<file path="src/rtl/pipe_ctrl_pkg.sv">
// Shared types and constants for the pipeline hazard sequencer: MDU FSM encoding,
// the per-stage control bundle and the source-operand match helper.
package pipe_ctrl_pkg;

  typedef enum logic {
    RUN      = 1'b0,
    MDU_BUSY = 1'b1
  } mdu_state_e;

  localparam logic [4:0]  REG_ZERO = 5'd0;
  localparam logic [31:0] NOP      = 32'h0;

  // Stage enables and bubble-inserts driven as one bundle.
  typedef struct packed {
    logic pc_en;
    logic ifid_en;
    logic idex_en;
    logic exmem_en;
    logic memwb_en;
    logic ifid_flush;
    logic idex_flush;
  } stage_ctrl_t;

  localparam stage_ctrl_t CTRL_RUN    = 7'b11111_00;
  localparam stage_ctrl_t CTRL_FREEZE = 7'b00000_00;
  localparam stage_ctrl_t CTRL_BRANCH = 7'b11111_11;
  localparam stage_ctrl_t CTRL_BUBBLE = 7'b00111_01;

  // True when a source operand the ID instruction actually reads matches dst.
  function automatic logic src_hit(
    input logic [4:0] rs,
    input logic [4:0] rt,
    input logic       uses_rs,
    input logic       uses_rt,
    input logic [4:0] dst
  );
    return (uses_rs && (rs == dst)) || (uses_rt && (rt == dst));
  endfunction

endpackage

</file>
<file path="src/rtl/pipe_mdu_timer.sv">
// Countdown timer for the multi-cycle mult/div unit: loaded on start, counts down
// while the unit is active, and flags the final busy cycle.
module pipe_mdu_timer #(
  parameter int CNT_W = 6
) (
  input  logic             clk,
  input  logic             rstn,
  input  logic             load,
  input  logic             active,
  input  logic [CNT_W-1:0] load_val,
  output logic             done
);

  logic [CNT_W-1:0] cnt_reg;

  always_ff @(posedge clk) begin
    if (!rstn) begin
      cnt_reg <= '0;
    end else if (load) begin
      cnt_reg <= load_val;
    end else if (active && (cnt_reg != '0)) begin
      cnt_reg <= cnt_reg - CNT_W'(1);
    end
  end

  assign done = active && (cnt_reg == '0);

endmodule

</file>
<file path="src/rtl/pipe_hazard_ctrl.sv">
// Hazard sequencer for the 5-stage pipeline: stage enables/flushes plus MDU scheduling.
// Optional perf counters are built only when PIPE_HAZ_PERF_EN is defined.
module pipe_hazard_ctrl
  import pipe_ctrl_pkg::*;
#(
  parameter int MUL_CYCLES = 4,
  parameter int DIV_CYCLES = 32,
  parameter int CNT_W      = 6
) (
  input  logic        clk,
  input  logic        rstn,
  input  logic [4:0]  id_rs,
  input  logic [4:0]  id_rt,
  input  logic        id_uses_rs,
  input  logic        id_uses_rt,
  input  logic        id_is_mdu,
  input  logic        id_mdu_div,
  input  logic        id_rd_hilo,
  input  logic        ex_memread,
  input  logic [4:0]  ex_rd,
  input  logic        ex_br_taken,
  input  logic        mem_wait,
  output logic        pc_en,
  output logic        ifid_en,
  output logic        idex_en,
  output logic        exmem_en,
  output logic        memwb_en,
  output logic        ifid_flush,
  output logic        idex_flush,
  output logic        mdu_start,
  output logic        mdu_busy,
  output logic        mdu_done,
  output logic [31:0] stall_cnt,
  output logic [31:0] flush_cnt
);

  localparam logic [CNT_W-1:0] MUL_LOAD = CNT_W'(MUL_CYCLES - 1);
  localparam logic [CNT_W-1:0] DIV_LOAD = CNT_W'(DIV_CYCLES - 1);

  mdu_state_e  state_reg;
  mdu_state_e  state_next;
  stage_ctrl_t ctrl;
  logic        lu_haz;
  logic        mdu_haz;
  logic        timer_done;

  assign lu_haz  = ex_memread && (ex_rd != REG_ZERO) &&
                   src_hit(id_rs, id_rt, id_uses_rs, id_uses_rt, ex_rd);
  assign mdu_haz = (state_reg == MDU_BUSY) && (id_is_mdu || id_rd_hilo);

  always_ff @(posedge clk) begin
    if (!rstn) begin
      state_reg <= RUN;
    end else begin
      state_reg <= state_next;
    end
  end

  always_comb begin
    state_next = state_reg;
    case (state_reg)
      RUN:      if (mdu_start)  state_next = MDU_BUSY;
      MDU_BUSY: if (timer_done) state_next = RUN;
      default:  state_next = RUN;
    endcase
  end

  // Priority: memory freeze, then branch flush, then hazard bubble. A start can
  // only come out of the lowest-priority arm, so a flushed ID slot never starts.
  always_comb begin
    ctrl      = CTRL_RUN;
    mdu_start = 1'b0;
    if (mem_wait) begin
      ctrl = CTRL_FREEZE;
    end else if (ex_br_taken) begin
      ctrl = CTRL_BRANCH;
    end else if (lu_haz || mdu_haz) begin
      ctrl = CTRL_BUBBLE;
    end else begin
      mdu_start = (state_reg == RUN) && id_is_mdu;
    end
  end

  assign pc_en      = ctrl.pc_en;
  assign ifid_en    = ctrl.ifid_en;
  assign idex_en    = ctrl.idex_en;
  assign exmem_en   = ctrl.exmem_en;
  assign memwb_en   = ctrl.memwb_en;
  assign ifid_flush = ctrl.ifid_flush;
  assign idex_flush = ctrl.idex_flush;
  assign mdu_busy   = (state_reg == MDU_BUSY);
  assign mdu_done   = timer_done;

  // The timer keeps counting through mem_wait: the MDU is not part of the frozen pipe.
  pipe_mdu_timer #(
    .CNT_W (CNT_W)
  ) u_timer (
    .clk      (clk),
    .rstn     (rstn),
    .load     (mdu_start),
    .active   (mdu_busy),
    .load_val (id_mdu_div ? DIV_LOAD : MUL_LOAD),
    .done     (timer_done)
  );

`ifdef PIPE_HAZ_PERF_EN
  logic [31:0] stall_cnt_reg;
  logic [31:0] flush_cnt_reg;

  always_ff @(posedge clk) begin
    if (!rstn) begin
      stall_cnt_reg <= '0;
      flush_cnt_reg <= '0;
    end else begin
      if (!pc_en)     stall_cnt_reg <= stall_cnt_reg + 32'd1;
      if (ifid_flush) flush_cnt_reg <= flush_cnt_reg + 32'd1;
    end
  end

  assign stall_cnt = stall_cnt_reg;
  assign flush_cnt = flush_cnt_reg;
`else
  assign stall_cnt = NOP;
  assign flush_cnt = NOP;
`endif

endmodule
</file>
<file path="config.mk">
export PLATFORM = sky130hd
export DESIGN_NAME = pipe_hazard_ctrl
export DESIGN_NICKNAME = d
export VERILOG_FILES = /design/src/rtl/pipe_ctrl_pkg.sv /design/src/rtl/pipe_mdu_timer.sv /design/src/rtl/pipe_hazard_ctrl.sv
export SDC_FILE = /design/constraint.sdc
export NUM_CORES = 1
export LEC_CHECK = 0
export ABC_CLOCK_PERIOD_IN_PS = 1900
export CAP_MARGIN = 15
export CORE_UTILIZATION = 30
export CTS_BUF_LIST = sky130_fd_sc_hd__clkbuf_16
export DETAILED_ROUTE_END_ITERATION = 10
export GPL_TIMING_DRIVEN = 0
export HOLD_SLACK_MARGIN = 0.15
export PLACE_DENSITY_LB_ADDON = 0.3
export SYNTH_ARGS = -nofsm -noshare
export SYNTH_HDL_FRONTEND = slang
export SYNTH_HIERARCHICAL = 1
export SYNTH_SLANG_ARGS = --single-unit
</file>
<file path="constraint.sdc">
create_clock -name clk -period 1.9 [get_ports clk]
set_input_delay 0.38 -clock clk [delete_from_list [all_inputs] [get_ports clk]]
set_output_delay 0.38 -clock clk [all_outputs]
set_load 0.05 [all_outputs]
</file>
==> flow_summary.yaml <==
hold_path:
  min_from: "u_timer/cnt_reg[4]"
  holdPathStages: 2
  whs_endpoint: "u_timer/cnt_reg[4]"
  hp-class: "reg -> reg"
cts:
  clock_latency_ns: 0.23
  cts_tree: "yes"
  cts_hold_buf: 0
  clk_pin_slew_ns: 0.04
  cts_made_buffers: 3
  cts.sinks: 7
  clock_tree.root_cell: "clkbuf_16"
  cts_htree_levels: 1
  cts_max_path_buffers: 2
final_layout:
  syn2layout_area_growth_pct: 81.8
  design_area_mm2: 0.00216
  mostFrequentLayoutCell: "buf_4"
  drive_above_1_share_pct: 46.2
  most-common-layout-cells: "buf_4, conb_1, buf_6"
  num_antenna_cells: 0
  largest_reg_flops: 6
  instances_no_fill: 321
  fin_nets: 301
job:
  drv_cap: 0
routing:
  drc: 0
  num_vias: 1183
  first_pass_iters: 3
  vias_per_cell: 3.69
  routedWlPerCell_um: 8.81
  wl_um: 2830
  drt_iter0_markers: 18
  antenna_left: 0
synthesis:
  syn_area_per_cell_um2: 7.67
  netlist_area_mm2: 0.00119
  synth_edf_count: 0
  yosys_warnings: 6
  synth-main-ff-cell: "dfxtp_1"
  ys_seq_area_share_pct: 11.8
  synthSimpleGateAreaFrac_pct: 14.4
  synth_top_family_by_area: "buffers and inverters"
  synth_compound_area_share_pct: 18.0
  synthAdderAreaFrac_pct: 2.11
  synth_area_leaders: "buf_4, dfxtp_1, xnor2_1, o21ai_0, inv_1"
  synth-seq-cells: 7
  muxShareOfSynthArea_pct: 0
  synthCells: 155
  synth_top_cell_by_area: "buf_4"
  ys_async_sr_fraction_pct: 0
  synth_xor_area_share_pct: 7.37
  synth_cell_types: 39
  yosysTopAreaCellShare_pct: 42.3
sta:
  finalSetupViolCount: 10
  tightest_slew_ns: 0.703
  finalWorstSetupSlack_ns: -0.229
  rsz0062_at_grt: "yes"
  final.period_utilization_pct: 112
  layout_min_cycle_time_ns: 2.13
  finalClockSkew_ns: 0.000458
  final_max_slew_viol_count: 0
  clock.fmax_mhz: 470
  finalHoldViolCount: 0
  max-slew-margin-rel_pct: 52.5
global_routing:
  grt_antenna_before_repair: 0
  grt_max_degree: 10
  grt-ovfl-total: 0
  grt.total_usage_pct: 12.9
  grt_pass1_wl_um: 4280
  first_global_vias: 1018
power_and_ir_drop:
  p_leak_nw: 1.16
  pwr-share-comb_pct: 58.7
  max-vdd-ir-drop_uv: 515
  p_per_area_mw_per_mm2: 620
  intPower_w: 0.000732
  p_clk_share_pct: 26.8
  switchingPower_w: 0.000608
  p_total_w: 0.00134
  p_sw_share_pct: 45.4
  power_frac_seq_pct: 14.5
critical_path:
  cp_common_cell: "buf_8"
  cp_cell_sequence: "buf_8 -> or4_4 -> o21ai_4 -> nor2_2 -> a221oi_4 -> buf_6 -> buf_8"
  arrival_ns: 1.75
  cp_slowest_cell: "or4_4"
  startpoint_type: "input port"
  cp_max_fo: 2
  worst_ep_required_time_ns: 1.52
  r2r-start: "u_timer/cnt_reg[0]"
  critPathKind: "in -> out"
  rr_worst_depth: 5
  max_stage_delay_ns: 0.54
  rr_endpoint: "u_timer/cnt_reg[4]"
  end_kind: "primary output"
  r2r_slack_ns: 0.28
status:
  status: "finished with violations"
  violations: "setup timing"
placed_design:
  dpl.cell_count: 302
  preCtsSetupSlack_ns: -1.36
  placed_area_mm2: 0.00187
  dp_hpwl_um: 2110
  place_congestion: 0.767
  port-buffer-count: 34
floorplan:
  rows: 22
  die_area_mm2: 0.00422
  die_w_um: 64.9
  core_mm2: 0.00374
  start_util_pct: 31.8
  die_height_um: 64.9
  pin_count: 99
per-stage QoR:
stage               hold WS (ns)  setup TNS [ns]  util, %
floorplan                  0.486           -1.35        -
global placement           0.516          -10.14     49.9
detailed placement         0.525          -10.16     49.9
CTS                        0.541           -1.05     55.4
global route               0.608           -1.49     57.7
finish                     0.558           -1.07     57.7
critical path, delay by kind of cell:
family	cells	cell delay, ns
compound gates	2	0.40
buf+inv	3	0.37
simple gates	2	0.61
routing by layer:
layer	part of all wire, %	track usage (%)	up-vias
met1	37	14.2	496
met3	9.7	4.23	2
met4	0.64	2.50	0
met5	0	0	-
met2	52	23.7	54
li1	-	-	631
layout make-up:
class | instances | area [um^2]
Buffer | 69 | 517
Clock buffer | 3 | 75.1
Clock inverter | 1 | 3.75
Fill cell | 373 | 1580
Inverter | 8 | 33.8
Multi-Input combinational cell | 136 | 881
Sequential cell | 7 | 141
Tap cell | 48 | 60.1
Timing Repair Buffer | 49 | 449
timing repair:
action / CTS / global route
endpoints found under the hold margin: 0 / 0
buffers inserted: 15 / 2
pin swaps: 21 / 17
gates cloned: 0 / 0
gates resized for setup: 89 / 34
endpoints found under the setup margin: 15 / 14
Yosys cell counts (all sizes together), types with 2 or more instances:
| cell type | instances |
|---|---|
| o21a | 2 |
| nand4 | 4 |
| xnor2 | 10 |
| buf | 67 |
| ha | 2 |
| o21ai | 7 |
| conb | 2 |
| or4 | 2 |
| a21oi | 2 |
| a31oi | 2 |
| nand2b | 2 |
| a311oi | 2 |
| clkbuf | 2 |
| inv | 8 |
| a21o | 2 |
| nor2b | 3 |
| nor2 | 6 |
| dfxtp | 7 |
| nor4b | 2 |
| nor3 | 2 |
| nand2 | 3 |
power by group through the flow:
stage               combinational (W)  sequential, W  clock [W]
finish                       0.000786       0.000195   0.000359
global route                 0.000832       0.000197   0.000375
CTS                          0.000742       0.000191   0.000368
detailed placement           0.000715       0.000192          0
global placement             0.000713       0.000191          0
floorplan                    0.000592       0.000193          0
cells by family (layout without fill, tap and decap cells):
kind of cell,Yosys count,after routing
compound gates,28,28
fa+ha+maj,2,2
simple gates,29,29
other cells,2,67
buf+inv,77,130
flops,7,7
xor+xnor,10,10
how the worst max path moves through the flow:
stage	from	endpoint	slack [ns]
global route	ex_rd[4]	pc_en	-0.26
detailed placement	ex_rd[1]	pc_en	-1.36
global placement	ex_rd[1]	pc_en	-1.36
CTS	ex_rd[4]	pc_en	-0.26
floorplan	ex_rd[1]	pc_en	-0.47
finish	ex_rd[4]	pc_en	-0.23
Power figures use the tool's default switching activity.
